`config.mk`:
```
export PLATFORM = sky130hd
export DESIGN_NAME = video_timing_gen
export DESIGN_NICKNAME = d
export VERILOG_FILES = /design/src/rtl/video_timing_pkg.sv /design/src/rtl/sync_axis_counter.sv /design/src/rtl/video_timing_gen.sv
export SDC_FILE = /design/constraint.sdc
export NUM_CORES = 1
export LEC_CHECK = 0
export ABC_AREA = 0
export CORE_MARGIN = 5
export CORE_UTILIZATION = 51
export CTS_CLUSTER_SIZE = 8
export DETAILED_ROUTE_END_ITERATION = 16
export GPL_TIMING_DRIVEN = 0
export PLACE_DENSITY = 0.79
export REMOVE_ABC_BUFFERS = 1
export SYNTH_ARGS = -nofsm -noshare
export SYNTH_HDL_FRONTEND = slang
export SYNTH_SLANG_ARGS = --single-unit
```
`constraint.sdc`:
```
create_clock -name CLK -period 2.3 [get_ports CLK]
set_input_delay 0.46 -clock CLK [delete_from_list [all_inputs] [get_ports CLK]]
set_output_delay 0.46 -clock CLK [all_outputs]
set_load 0.03 [all_outputs]
```
`src/rtl/video_timing_pkg.sv`:
```
// Shared timing definitions for the raster generator: the 640x480@60 set,
// a bundle type for a complete timing description and the total helper.
package video_timing_pkg;

    localparam int unsigned VGA640_H_ACTIVE = 640;
    localparam int unsigned VGA640_H_FP     = 16;
    localparam int unsigned VGA640_H_SYNC   = 96;
    localparam int unsigned VGA640_H_BP     = 48;
    localparam int unsigned VGA640_V_ACTIVE = 480;
    localparam int unsigned VGA640_V_FP     = 10;
    localparam int unsigned VGA640_V_SYNC   = 2;
    localparam int unsigned VGA640_V_BP     = 33;

    typedef struct packed {
        int unsigned h_active;
        int unsigned h_fp;
        int unsigned h_sync;
        int unsigned h_bp;
        int unsigned v_active;
        int unsigned v_fp;
        int unsigned v_sync;
        int unsigned v_bp;
        logic        hs_pol;
        logic        vs_pol;
    } timing_t;

    localparam timing_t VGA640_TIMING = '{
        h_active: VGA640_H_ACTIVE,
        h_fp:     VGA640_H_FP,
        h_sync:   VGA640_H_SYNC,
        h_bp:     VGA640_H_BP,
        v_active: VGA640_V_ACTIVE,
        v_fp:     VGA640_V_FP,
        v_sync:   VGA640_V_SYNC,
        v_bp:     VGA640_V_BP,
        hs_pol:   1'b0,
        vs_pol:   1'b0
    };

    function automatic int unsigned total(
        input int unsigned active,
        input int unsigned fp,
        input int unsigned sync,
        input int unsigned bp
    );
        return active + fp + sync + bp;
    endfunction

endpackage

```
`src/rtl/sync_axis_counter.sv`:
```
// One raster axis: counts active, front porch, sync, back porch and flags
// the active and sync regions of the current count.
module sync_axis_counter
    import video_timing_pkg::*;
#(
    parameter int unsigned ACTIVE = VGA640_H_ACTIVE,
    parameter int unsigned FP     = VGA640_H_FP,
    parameter int unsigned SYNC   = VGA640_H_SYNC,
    parameter int unsigned BP     = VGA640_H_BP,
    localparam int unsigned TOTAL = total(ACTIVE, FP, SYNC, BP),
    localparam int unsigned W     = $clog2(TOTAL)
) (
    input  logic         CLK,
    input  logic         RST,
    input  logic         inc,
    output logic [W-1:0] count,
    output logic         wrap,
    output logic         in_active,
    output logic         in_sync
);

    if (TOTAL < 2 || TOTAL > (1 << W)) begin : g_bad_total
        $error("sync_axis_counter: axis total %0d does not fit %0d bits", TOTAL, W);
    end

    localparam logic [W-1:0] LAST       = W'(TOTAL - 1);
    localparam logic [W-1:0] ACTIVE_END = W'(ACTIVE);
    localparam logic [W-1:0] SYNC_BEG   = W'(ACTIVE + FP);
    localparam logic [W-1:0] SYNC_END   = W'(ACTIVE + FP + SYNC);

    logic [W-1:0] count_q;
    logic [W-1:0] count_d;

    always_comb begin
        count_d = count_q;
        if (inc) begin
            count_d = (count_q == LAST) ? '0 : count_q + 1'b1;
        end
    end

    always_ff @(posedge CLK) begin
        if (RST) begin
            count_q <= '0;
        end else begin
            count_q <= count_d;
        end
    end

    assign count     = count_q;
    assign wrap      = (count_q == LAST);
    assign in_active = (count_q < ACTIVE_END);
    // With no back porch the sync end equals TOTAL and would wrap to zero at W bits.
    assign in_sync   = (count_q >= SYNC_BEG) && ((BP == 0) || (count_q < SYNC_END));

endmodule

```
`src/rtl/video_timing_gen.sv`:
```
// Raster timing generator: two axis counters plus a registered decode stage
// producing sync, data-enable, pixel coordinates and line/frame pulses.
module video_timing_gen
    import video_timing_pkg::*;
#(
    parameter int unsigned H_ACTIVE = VGA640_TIMING.h_active,
    parameter int unsigned H_FP     = VGA640_TIMING.h_fp,
    parameter int unsigned H_SYNC   = VGA640_TIMING.h_sync,
    parameter int unsigned H_BP     = VGA640_TIMING.h_bp,
    parameter int unsigned V_ACTIVE = VGA640_TIMING.v_active,
    parameter int unsigned V_FP     = VGA640_TIMING.v_fp,
    parameter int unsigned V_SYNC   = VGA640_TIMING.v_sync,
    parameter int unsigned V_BP     = VGA640_TIMING.v_bp,
    parameter logic        HS_POL   = VGA640_TIMING.hs_pol,
    parameter logic        VS_POL   = VGA640_TIMING.vs_pol,
    localparam int unsigned HW      = $clog2(total(H_ACTIVE, H_FP, H_SYNC, H_BP)),
    localparam int unsigned VW      = $clog2(total(V_ACTIVE, V_FP, V_SYNC, V_BP))
) (
    input  logic          CLK,
    input  logic          RST,
    input  logic          CE,
    output logic          VGA_HS,
    output logic          VGA_VS,
    output logic          VGA_DE,
    output logic [HW-1:0] PIX_X,
    output logic [VW-1:0] PIX_Y,
    output logic          LINE_START,
    output logic          FRAME_START
);

    logic [HW-1:0] hcnt;
    logic [VW-1:0] vcnt;
    logic          h_wrap, h_active, h_sync;
    logic          v_wrap, v_active, v_sync;
    logic          v_inc;

    assign v_inc = CE && h_wrap;

    sync_axis_counter #(
        .ACTIVE(H_ACTIVE),
        .FP    (H_FP),
        .SYNC  (H_SYNC),
        .BP    (H_BP)
    ) u_h (
        .CLK      (CLK),
        .RST      (RST),
        .inc      (CE),
        .count    (hcnt),
        .wrap     (h_wrap),
        .in_active(h_active),
        .in_sync  (h_sync)
    );

    sync_axis_counter #(
        .ACTIVE(V_ACTIVE),
        .FP    (V_FP),
        .SYNC  (V_SYNC),
        .BP    (V_BP)
    ) u_v (
        .CLK      (CLK),
        .RST      (RST),
        .inc      (v_inc),
        .count    (vcnt),
        .wrap     (v_wrap),
        .in_active(v_active),
        .in_sync  (v_sync)
    );

    // The last line of a frame is always blanking for any sane timing set.
    a_last_line_blank: assert property (@(posedge CLK) disable iff (RST) v_wrap |-> !v_active);

    logic          hs_d, hs_q;
    logic          vs_d, vs_q;
    logic          de_d, de_q;
    logic [HW-1:0] x_d, x_q;
    logic [VW-1:0] y_d, y_q;
    logic          ls_d, ls_q;
    logic          fs_d, fs_q;

    always_comb begin
        de_d = h_active && v_active;
        hs_d = h_sync ? HS_POL : ~HS_POL;
        vs_d = v_sync ? VS_POL : ~VS_POL;
        x_d  = de_d ? hcnt : '0;
        y_d  = de_d ? vcnt : '0;
        ls_d = (hcnt == '0);
        fs_d = (hcnt == '0) && (vcnt == '0);
    end

    always_ff @(posedge CLK) begin
        if (RST) begin
            hs_q <= ~HS_POL;
            vs_q <= ~VS_POL;
            de_q <= 1'b0;
            x_q  <= '0;
            y_q  <= '0;
            ls_q <= 1'b0;
            fs_q <= 1'b0;
        end else if (CE) begin
            hs_q <= hs_d;
            vs_q <= vs_d;
            de_q <= de_d;
            x_q  <= x_d;
            y_q  <= y_d;
            ls_q <= ls_d;
            fs_q <= fs_d;
        end
    end

    assign VGA_HS      = hs_q;
    assign VGA_VS      = vs_q;
    assign VGA_DE      = de_q;
    assign PIX_X       = x_q;
    assign PIX_Y       = y_q;
    assign LINE_START  = ls_q;
    assign FRAME_START = fs_q;

endmodule

```
==> Yosys cells after proc, flatten, opt, wreduce, memory -nomap -nowiden <==
Index checks and enable logic that the tools add are counted.
{ "word_totals": {"wordCells": 32, "output_inout_bits": 25, "regBits": 45, "latch_bits": 0, "mem_count": 0, "mem_bits_ro": 0, "inputBits": 3, "ramBits": 0} }
{ "classes": {"eq_ne": 2, "n_shift": 0, "n_mul": 0, "muxes": 6, "n_div": 0, "n_addsub": 2, "reduce_logical": 7, "order_cmp": 6, "n_bitwise": 0} }
{ "op_table": {"columns": ["op", "count"], "rows": [
  ["2-to-1 mux 10 bit", 4],
  ["adder 10 x 1 -> 10 bit (second input constant)", 2],
  ["equality test 10 bit (second input constant)", 2],
  ["zero test 10 bit", 2],
  ["< comparator 10 bit (second input constant)", 2],
  ["< comparator 10 x 9 -> 1 bit (second input constant)", 2],
  ["greater-or-equal comparator 10 bit (second input constant)", 1],
  ["greater-or-equal comparator 10 x 9 -> 1 bit (second input constant)", 1],
  ["logical AND 1 bit", 5],
  ["2-to-1 mux 1 bit", 2]
]} }

==> Depth between registers and ports, before layout <==
Gate-level depths: netlist of run 1.
{ "depth": {"word_depth": 3, "mapped_depth": 7, "mapped_depth_nobuf": 6} }

==> Cells and area by module <==
From an unflattened synthesis of run 1, not the netlist that was laid out.
{ "hier_totals": {"cells_unflattened": 217, "area_unflattened_um2": 2025.7} }
{ "by_module_without_submodules": {"columns": ["module", "cells_each", "instances", "seq_area_each_um2", "area_per_inst_um2"], "rows": [
  ["video_timing_gen", 96, 1, 500.5, 957.2],
  ["sync_axis_counter (u_h)", 63, 1, 200.2, 554.3],
  ["sync_axis_counter (u_v)", 58, 1, 200.2, 514.2]
]} }

==> Least setup slack after synthesis of run 1 <==
OpenSTA, ideal clock, no wires.
{ "synth_path": {"path_type": "flip-flop to flip-flop", "startpoint": "register u_h.count_q[0] (netlist: u_h.count[0])", "endpoint": "register u_v.count_q[6] (netlist: u_v.count[6])", "path_stages_with_launch": 6, "setup_slack_ns": 0.371, "required_time_ns": 2.230, "t_arrival_ns": 1.860, "path_buffers": 0, "path_cell_list": "dfxtp_1 > ha_1 > nand4_2 > or4_4 > or4_1 > a21oi_1"} }
{ "synth_between": {"elab_chain_cells": 2} }
{ "synth_rtl": {"columns": ["item", "line_no", "text"], "rows": [
  ["start: declaration", "sync_axis_counter.sv:31", "logic [W-1:0] count_q;"],
  ["start signal: assignment", "sync_axis_counter.sv:45", "count_q <= count_d;"],
  ["equality test 10 bit", "sync_axis_counter.sv:50", "assign wrap = (count_q == LAST);"],
  ["logical AND 1 bit", "video_timing_gen.sv:37", "assign v_inc = CE && h_wrap;"],
  ["end signal: assignment", "sync_axis_counter.sv:45", null],
  ["end: declaration", "sync_axis_counter.sv:31", null]
]} }
Every way passes these cells.
A chain may end at the register's enable or synchronous reset.

==> Worst setup path after layout of run 1 <==
{ "layout_path": {"startpoint": "input CE", "endpoint": "register u_v.count_q[6] (netlist: u_v.count[6])"} }
{ "layout_between": {"elab_chain_cells": 1} }
{ "layout_rtl": {"columns": ["item", "line_no", "text"], "rows": [
  ["start: declaration", "video_timing_gen.sv:21", "input logic CE,"],
  ["logical AND 1 bit", "video_timing_gen.sv:37", null]
]} }
Every way passes these cells.

==> results of run 1 <==
-- cells in the final DEF (no fill, tap or decap), types with 3 or more instances in the layout --
cell type / Yosys / routed
nand2_1: 11 / 11
xnor2_1: 4 / 4
dfxtp_1: 45 / 45
mux2i_1: 3 / 3
nand4_1: 3 / 3
nor3_1: 4 / 4
o21ai_0: 3 / 3
or4_1: 3 / 3
ha_1: 4 / 4
a22o_1: 18 / 18
nor4_1: 3 / 3
clkbuf_8: 0 / 5
xor2_1: 7 / 7
nand4b_1: 3 / 3
nor2_1: 18 / 17
a21oi_1: 8 / 8
inv_1: 4 / 4
and3_1: 3 / 3
nand3_1: 10 / 10
nand2b_1: 3 / 3
clkdlybuf4s50_1: 0 / 26
-- cells by family after synthesis --
group	count (synthesis)	synth area share (%)
AND/OR/NAND/NOR	79	24.54
flip-flops	45	47.12
AO/OA/AOI/OAI	37	14.40
buffers and inverters	20	4.712
XOR/XNOR	11	5.039
adder cells (fa/ha/maj)	4	2.618
multiplexers	3	1.571
-- worst max-delay path, delay by kind of cell --
family	cells	cell delay (ns)
simple gates	3	1.31
buf+inv	1	0.51
compound gates	1	0.14
-- through the flow --
stage | power (mW) | util, %
3_3_place_gp | 0.9069 | 59.64
6_report | 1.602 | 63.50
3_5_place_dp | 0.9085 | 59.64
2_1_floorplan | 0.8704 | -
4_1_cts | 1.614 | 63.46
5_1_grt | 1.660 | 63.50
-- worst paths after layout --
check	to	depth (start not counted)
worst max register to register	u_v.count[6]$_SDFFE_PP0P_	5
worst min-delay path	LINE_START$_SDFFE_PP0P_	2
worst min register to register	LINE_START$_SDFFE_PP0P_	2
worst max-delay path	u_v.count[6]$_SDFFE_PP0P_	5
-- metal layers --
layer / vias up / global-route usage, % / routed length [microns]
li1: 751 / - / -
met1: 696 / 22.45 / 1760
met2: 56 / 25.20 / 1749
met3: 7 / 4.348 / 262
met4: 0 / 6.889 / 80
met5: - / 0 / 0
-- state kept, by name, summed over array words and instances (netlist names) --
signal and count:
PIX_X 10, PIX_Y 10, u_h.count 10, u_v.count 10, FRAME_START 1, LINE_START 1, VGA_DE 1, VGA_HS 1
VGA_VS 1
-- area by class of cell --
class	count	area share (%)
multi-input combinational	134	40.02
sequential	45	39.05
timing repair buffer	27	11.71
clock buffer	5	2.983
clock inverter	3	2.983
tap	48	2.603
inverter	4	0.6508
-- power groups by stage --
stage	clock network (mW)	logic, mW	registers [mW]
2_1_floorplan	0	0.0353	0.835
3_5_place_dp	0	0.0859	0.823
6_report	0.712	0.0861	0.804
3_3_place_gp	0	0.0849	0.822
4_1_cts	0.724	0.0865	0.804
5_1_grt	0.758	0.0950	0.807
-- what timing repair did --
item | CTS | global route
gates cloned | 0 | 0
endpoints found under the setup margin | 25 | 2
resized for setup | 2 | 1
buffers inserted | 0 | 0
endpoints found under the hold margin | 0 | 0
==> reports/qor.txt, run 1 <==
pin count of the biggest net entering global routing: 23
P_leak: 0.8535 nW
r2r setup slk: 0.22 ns
core area: 3633 sq um
dominant cells by area after synthesis: dfxtp_1, a22o_1, nor2_1, xor2_1, ha_1
Slew Limit Fails: 0
routed via count: 1510
GRT Total Usage: 16.63%
root buf cell: clkbuf_8
Crit Path Category: in2reg
Final Setup Violations: 0
fin crit share: 95.09%
fillers: 298
diode count: 0
H-tree levels: 2
Reg-to-Reg Start: u_h.count[0]$_SDFFE_PP0P_
status: finished clean
number of global-route vias before repair: 1394
Post-Place Cells: 258
row count: 22
sequential share of power: 50.2%
Power Dens Cells: 694.2 nW/um^2
Max-slew headroom: 43.26%
delay of the slowest cell on the worst path: 0.54 ns
setup TNS: 0 ns
crit path from: CE
first-pass GRT wire length: 6762 microns
post-route ant nets: 0
Port-buffer cells: 27
P&R area growth vs syn: 20.68%
Worst-Skew Late Latency: 0.30 ns
min-delay src: LINE_START$_SDFFE_PP0P_
Post-synth EDFFs: 0
number of hold buffers added after CTS: 0
worst hold slack: 0.4434 ns
DRT iter0 DRCs: 125
die area: 5073 sq um
most common cell in the netlist: dfxtp_1
CTS buffer count: 5
PnR worst setup slack: 0.1129 ns
peak supply drop: 375.6 uV
Sequential Area: 900.9 sq um
Nets: 224
syn_area_per_cell: 9.607 sq um
chip height: 71.23 microns
CP Launch Type: input port
Yosys top cell area share: 47.12%
GRT overflow: 0
Internal: 1.261 mW
Max Cap Viol: 0
Mapped Area: 1912 sq um
Layout Cells excl Fill: 266
Sink Count: 45
Area after DPL: 2167 sq um
share of cells above drive strength 1: 6.881%
CTS tree: yes
Multi-input gate area: 923.4 sq um
final-report hold violation count: 0
1st-pass router iterations: 5
Critical-path top delay cell: or4_4
CTS max path bufs: 2
Distinct cells, synth: 43
RSZ-0062 raised after global routing: false
Comb pwr share: 5.4%
Synth async-reset ratio: 0%
Sw Pwr: 0.3402 mW
initial antenna violation count: 0
#FFs+latches synth: 45
Die X-Extent: 71.23 microns
pre-CTS WS: -0.4815 ns
crit path cell chain: clkdlybuf4s15_1, nand4_2, or4_4, or4_1, a21oi_1
HP Class: reg2reg
Max Fclk: 457.2 MHz
Via-to-Cell Ratio: 5.677
worst-margin pin slew: 0.8503 ns
WP data arrival: 2.42 ns
min Tclk post-route: 2.187 ns
critical path capture point type: flop
Mapped Cells: 199
Worst Path Required: 2.54 ns
Top FF cell, synth: dfxtp_1
Starting Density: 52.62%
post-route design area: 2307 sq um
Switching Fraction: 21.24%
Clock transition at path regs: 0.08 ns
skew final: 0.005158 ns
Seq/Total Area, Yosys: 47.12%
wirelength, routed: 3852 microns
clock network power share: 44.4%
DP HPWL: 2552 microns
cell taking the most area after synthesis: dfxtp_1
WL per Instance: 14.48 microns
GPL Wtd Cong: 0.7988
DRC Markers: 0
top post-synthesis cells by count: dfxtp_1, a22o_1, nor2_1
# IOs: 28
Synth Warn #: 0
Critical Path Fanout Max: 14
No activity file was read; power rests on OpenSTA's default activity.
==> inputs of run 2 (changes only) <==
--- a/config.mk
+++ b/config.mk
@@ -11,6 +11,7 @@
 export CTS_CLUSTER_SIZE = 8
 export DETAILED_ROUTE_END_ITERATION = 16
 export GPL_TIMING_DRIVEN = 0
+export MAX_ROUTING_LAYER = met4
 export PLACE_DENSITY = 0.79
 export REMOVE_ABC_BUFFERS = 1
 export SYNTH_ARGS = -nofsm -noshare
==> reports/qor.txt, run 2 (synthesized netlist as in run 1, its figures left out) <==
status: finished clean (unchanged)
initial antenna violation count: 0 (unchanged)
P_leak: 0.8535 nW (unchanged)
row count: 22 (unchanged)
Max Cap Viol: 0 (unchanged)
commonest non-fill, non-tap cells in the layout: dfxtp_1, clkdlybuf4s50_1, a22o_1, nor2_1, nand2_1 (unchanged)
setup TNS: 0 ns (unchanged)
GPL Wtd Cong: 0.8103 (was 0.7988)
Critical R2R Capture: u_v.count[6]$_SDFFE_PP0P_ (unchanged)
CTS max path bufs: 2 (unchanged)
DRC Markers: 0 (unchanged)
Die X-Extent: 71.23 microns (unchanged)
number of global-route vias before repair: 1395 (was 1394)
Starting Density: 52.62% (unchanged)
# IOs: 28 (unchanged)
Nets: 224 (unchanged)
routed via count: 1513 (was 1510)
worst-margin pin slew: 0.8503 ns (about the same)
share of cells above drive strength 1: 6.881% (unchanged)
root buf cell: clkbuf_8 (unchanged)
Reg-to-Reg Start: u_h.count[0]$_SDFFE_PP0P_ (unchanged)
pin count of the biggest net entering global routing: 23 (unchanged)
Slew Limit Fails: 0 (unchanged)
Final Setup Violations: 0 (unchanged)
DP HPWL: 2552 microns (unchanged)
Pwr Total: 1.602 mW (about the same)
fillers: 298 (unchanged)
critical path capture point type: flop (unchanged)
P&R area growth vs syn: 20.68% (unchanged)
core area: 3633 sq um (unchanged)
final-report hold violation count: 0 (unchanged)
post-route design area: 2307 sq um (unchanged)
diode count: 0 (unchanged)
number of hold buffers added after CTS: 0 (unchanged)
HP Class: reg2reg (unchanged)
peak supply drop: 375.6 uV (about the same)
reg2reg path depth: 5 (unchanged)
Post-Place Cells: 258 (unchanged)
Max-slew headroom: 43.25% (was 43.26%)
DRT iter0 DRCs: 126 (was 125)
Area after DPL: 2167 sq um (unchanged)
first-pass GRT wire length: 6762 microns (unchanged)
Core Util, Final: 63.50% (unchanged)
GRT Total Usage: 17.12% (was 16.63%)
WL per Instance: 14.50 microns (was 14.48 microns)
CTS tree: yes (unchanged)
WP data arrival: 2.42 ns (about the same)
most common cell after layout, fill and taps aside: dfxtp_1 (unchanged)
Port-buffer cells: 27 (unchanged)
Layout Cells excl Fill: 266 (unchanged)
Critical Path Fanout Max: 14 (unchanged)
wirelength, routed: 3858 microns (was 3852 microns)
Crit Path Category: in2reg (unchanged)
Worst Setup EP: u_v.count[6]$_SDFFE_PP0P_ (unchanged)
Worst Path Required: 2.54 ns (about the same)
CP Launch Type: input port (unchanged)
Clock transition at path regs: 0.08 ns (about the same)
post-route ant nets: 0 (unchanged)
RSZ-0062 raised after global routing: false (unchanged)
post-CTS setup buffers: 0 (unchanged)
crit path from: CE (unchanged)
skew final: 0.005122 ns (was 0.005158 ns)
GRT overflow: 0 (unchanged)
r2r setup slk: 0.22 ns (about the same)
min Tclk post-route: 2.187 ns (about the same)
chip height: 71.23 microns (unchanged)
fin crit share: 95.09% (about the same)
1st-pass router iterations: 4 (was 5)
die area: 5073 sq um (unchanged)
H-tree levels: 2 (unchanged)
Via-to-Cell Ratio: 5.688 (was 5.677)
Max Fclk: 457.2 MHz (about the same)
Power Dens Cells: 694.1 nW/um^2 (was 694.2 nW/um^2)
CTS buffer count: 5 (unchanged)
Worst-Skew Late Latency: 0.30 ns (about the same)
Sink Count: 45 (unchanged)
==> run 2: routing by layer <==
| layer | vias to the layer above | part of all wire [%] | track usage (%) |
|---|---|---|---|
| li1 | 751 | - | - |
| met1 | 701 | 46 | 22.45 |
| met2 | 54 | 45 | 25.20 |
| met3 | 7 | 6.7 | 4.348 |
| met4 | 0 | 2.1 | 6.889 |
| met5 | - | 0 | - |
==> run 2: cell type report <==
type	instances	area [sq um]	area share (%)
multi-input combinational	134	923.4	40.02
clock inverter	3	68.82	2.983
inverter	4	15.01	0.6508
sequential	45	900.9	39.05
timing repair buffer	27	270.3	11.71
clock buffer	5	68.82	2.983
tap	48	60.06	2.603
==> run 2: power breakdown <==
group          switching, mW  internal [mW]
registers             0.0123          0.791
logic                 0.0533         0.0328
clock network          0.275          0.437
==> run 2: stage by stage <==
stage               hold slack (ns)  setup slack (ns)
floorplan                    0.4675            0.3706
global placement             0.4244           -0.4507
detailed placement           0.4356           -0.4815
CTS                          0.4479           0.08946
global route                 0.4622           0.01495
finish                       0.4434            0.1129
==> run 2: worst max-delay path, stage by stage <==
cell	delay (ns)
clkdlybuf4s15_1	0.50
nand4_2	0.25
or4_4	0.54
or4_1	0.52
a21oi_1	0.14
==> run 2: worst min path at each step <==
stage                              start                         to  cells past startpoint
6_report         LINE_START$_SDFFE_PP0P_    LINE_START$_SDFFE_PP0P_                      2
5_1_grt          LINE_START$_SDFFE_PP0P_    LINE_START$_SDFFE_PP0P_                      2
4_1_cts          LINE_START$_SDFFE_PP0P_    LINE_START$_SDFFE_PP0P_                      2
3_5_place_dp     LINE_START$_SDFFE_PP0P_    LINE_START$_SDFFE_PP0P_                      2
3_3_place_gp     LINE_START$_SDFFE_PP0P_    LINE_START$_SDFFE_PP0P_                      2
2_1_floorplan  u_v.count[8]$_SDFFE_PP0P_  u_v.count[8]$_SDFFE_PP0P_                      2
==> run 2: timing repair <==
item                                    in CTS  in global routing
cloned                                       0                  0
resized for setup                            2                  1
hold endpoints to repair                     0                  0
endpoints found under the setup margin      25                  2
==> inputs of run 3 (changes only) <==
--- a/config.mk
+++ b/config.mk
@@ -6,6 +6,7 @@
 export NUM_CORES = 1
 export LEC_CHECK = 0
 export ABC_AREA = 0
+export CAP_MARGIN = 20
 export CORE_MARGIN = 5
 export CORE_UTILIZATION = 51
 export CTS_CLUSTER_SIZE = 8
==> reports/qor.txt, run 3 (synthesized netlist as in run 1, its figures left out) <==
CP Launch Type: input port (unchanged)
uppermost layer routed: met4 (unchanged)
DRC Markers: 0 (unchanged)
status: finished clean (unchanged)
Hold Path Cell Cnt: 2 (unchanged)
Pwr Total: 1.605 mW (was 1.602 mW)
Critical-path top delay cell: or4_4 (unchanged)
GRT overflow: 0 (unchanged)
# IOs: 28 (unchanged)
Power Dens Cells: 694.2 nW/um^2 (was 694.1 nW/um^2)
post-CTS setup buffers: 0 (unchanged)
skew final: 0.004523 ns (was 0.005122 ns)
peak supply drop: 321.6 uV (was 375.6 uV)
root buf cell: clkbuf_8 (unchanged)
commonest non-fill, non-tap cells in the layout: dfxtp_1, clkdlybuf4s50_1, nor2_1, a22o_1, nand2_1 (was dfxtp_1, clkdlybuf4s50_1, a22o_1, nor2_1, nand2_1)
number of hold buffers added after CTS: 0 (unchanged)
P_leak: 0.8587 nW (was 0.8535 nW)
1st-pass router iterations: 4 (unchanged)
min Tclk post-route: 2.166 ns (was 2.187 ns)
chip height: 71.23 microns (unchanged)
Max Cap Viol: 0 (unchanged)
Nets: 225 (was 224)
crit path cell chain: clkdlybuf4s15_1, nand4_2, or4_4, or4_1, a21oi_1 (unchanged)
Die X-Extent: 71.23 microns (unchanged)
GRT Total Usage: 17.08% (was 17.12%)
fin crit share: 94.17% (was 95.09%)
Max-slew headroom: 53.63% (was 43.25%)
Met1 Wirelength: 1857 microns (was 1764 microns)
number of global-route vias before repair: 1403 (was 1395)
HP Class: reg2reg (unchanged)
CTS buffer count: 5 (unchanged)
Worst Path Required: 2.53 ns (was 2.54 ns)
CTS max path bufs: 2 (unchanged)
critical path capture point type: flop (unchanged)
Slew Limit Fails: 0 (unchanged)
most common cell after layout, fill and taps aside: dfxtp_1 (unchanged)
P&R area growth vs syn: 20.94% (was 20.68%)
die area: 5073 sq um (unchanged)
final-report hold violation count: 0 (unchanged)
worst-margin pin slew: 0.6950 ns (was 0.8503 ns)
Via-to-Cell Ratio: 5.652 (was 5.688)
DP HPWL: 2594 microns (was 2552 microns)
DRT iter0 DRCs: 107 (was 126)
crit path from: CE (unchanged)
reg2reg path depth: 5 (unchanged)
Met3 Routed Length: 198 microns (was 259 microns)
met2 wire length: 1737 microns (was 1753 microns)
RSZ-0062 raised after global routing: false (unchanged)
core area: 3633 sq um (unchanged)
wirelength, routed: 3863 microns (was 3858 microns)
Max Fclk: 461.7 MHz (was 457.2 MHz)
routed via count: 1509 (was 1513)
GPL Wtd Cong: 0.8103 (unchanged)
initial antenna violation count: 0 (unchanged)
Port-buffer cells: 27 (unchanged)
min-delay src: LINE_START$_SDFFE_PP0P_ (unchanged)
Critical Path Fanout Max: 14 (unchanged)
WL per Instance: 14.47 microns (was 14.50 microns)
Clock transition at path regs: 0.09 ns (was 0.08 ns)
Worst-Skew Late Latency: 0.30 ns (about the same)
diode count: 0 (unchanged)
WP data arrival: 2.40 ns (was 2.42 ns)
Post-Place Cells: 259 (was 258)
Final Setup Violations: 0 (unchanged)
CTS tree: yes (unchanged)
row count: 22 (unchanged)
WHS Endpoint: LINE_START$_SDFFE_PP0P_ (unchanged)
post-route ant nets: 0 (unchanged)
Reg-to-Reg Start: u_h.count[0]$_SDFFE_PP0P_ (unchanged)
share of cells above drive strength 1: 6.849% (was 6.881%)
Critical R2R Capture: u_v.count[6]$_SDFFE_PP0P_ (unchanged)
Layout Cells excl Fill: 267 (was 266)
Sink Count: 45 (unchanged)
pin count of the biggest net entering global routing: 20 (was 23)
Crit Path Category: in2reg (unchanged)
r2r setup slk: 0.22 ns (about the same)
delay of the slowest cell on the worst path: 0.55 ns (was 0.54 ns)
first-pass GRT wire length: 6782 microns (was 6762 microns)
Starting Density: 52.62% (unchanged)
H-tree levels: 2 (unchanged)
-- run 3: changes by cell type in the layout (fill, tap and decap cells not counted) --
cell,before,now
nor2_2,1,0
buf_4,0,1
nor2_1,17,18
-- run 3: per-stage QoR --
stage	hold slack (ns)	area [sq um]	worst slack, ns	TNS (ns)	utilization [%]
2_1_floorplan	0.4675	1837	0.3706	0	-
3_3_place_gp	0.4244	2167	-0.4507	-12.54	59.64
3_5_place_dp	0.4333	2175	-0.4778	-4.724	59.85
4_1_cts	0.4456	2311	0.1044	0	63.60
5_1_grt	0.4691	2312	0.01624	0	63.64
6_report	0.4418	2312	0.1342	0	63.64
-- run 3: repair_timing --
item,4_1_cts,5_1_grt
setup endpoints to repair,5,1
gates resized for setup,1,1
hold endpoints to repair,0,0
cloned,0,0
-- run 3: how the worst max path moves through the flow --
stage,to,slack [ns],cells after the start
after CTS,u_v.count[6]$_SDFFE_PP0P_,0.10,5
after detailed placement,u_v.count[6]$_SDFFE_PP0P_,-0.48,5
final,u_v.count[6]$_SDFFE_PP0P_,0.13,5
after global placement,PIX_Y[1]$_SDFFE_PP0P_,-0.45,3
after global routing,u_v.count[8]$_SDFFE_PP0P_,0.02,5
after floorplan,u_v.count[6]$_SDFFE_PP0P_,0.37,5
-- run 3: layer usage --
layer  vias to the layer above  global-route usage (%)
met3                         4                   3.927
met1                       714                   22.91
met2                        35                   24.80
met4                         0                   6.889
li1                        756                       -
met5                         -                       -
-- run 3: worst max-delay path, delay by kind of cell --
family / cells / cell delay, ns
and+or+nand+nor: 3 / 1.31
AOI/OAI and AO/OA: 1 / 0.14
buffers and inverters: 1 / 0.49
-- run 3: area by class of cell --
cell class              instances  area, sq um
repair buffers                 28        277.8
flip-flops and latches         45        900.9
clock inverters                 3        68.82
well taps                      48        60.06
clock buffers                   5        68.82
fillers                       302         1321
inverters                       4        15.01
multi-input cells             134        920.9
-- run 3: report_power, final --
group          internal (mW)  switching (mW)  total (mW)
logic                 0.0337          0.0529      0.0866
clock network          0.437           0.277       0.714
registers              0.792          0.0125       0.804
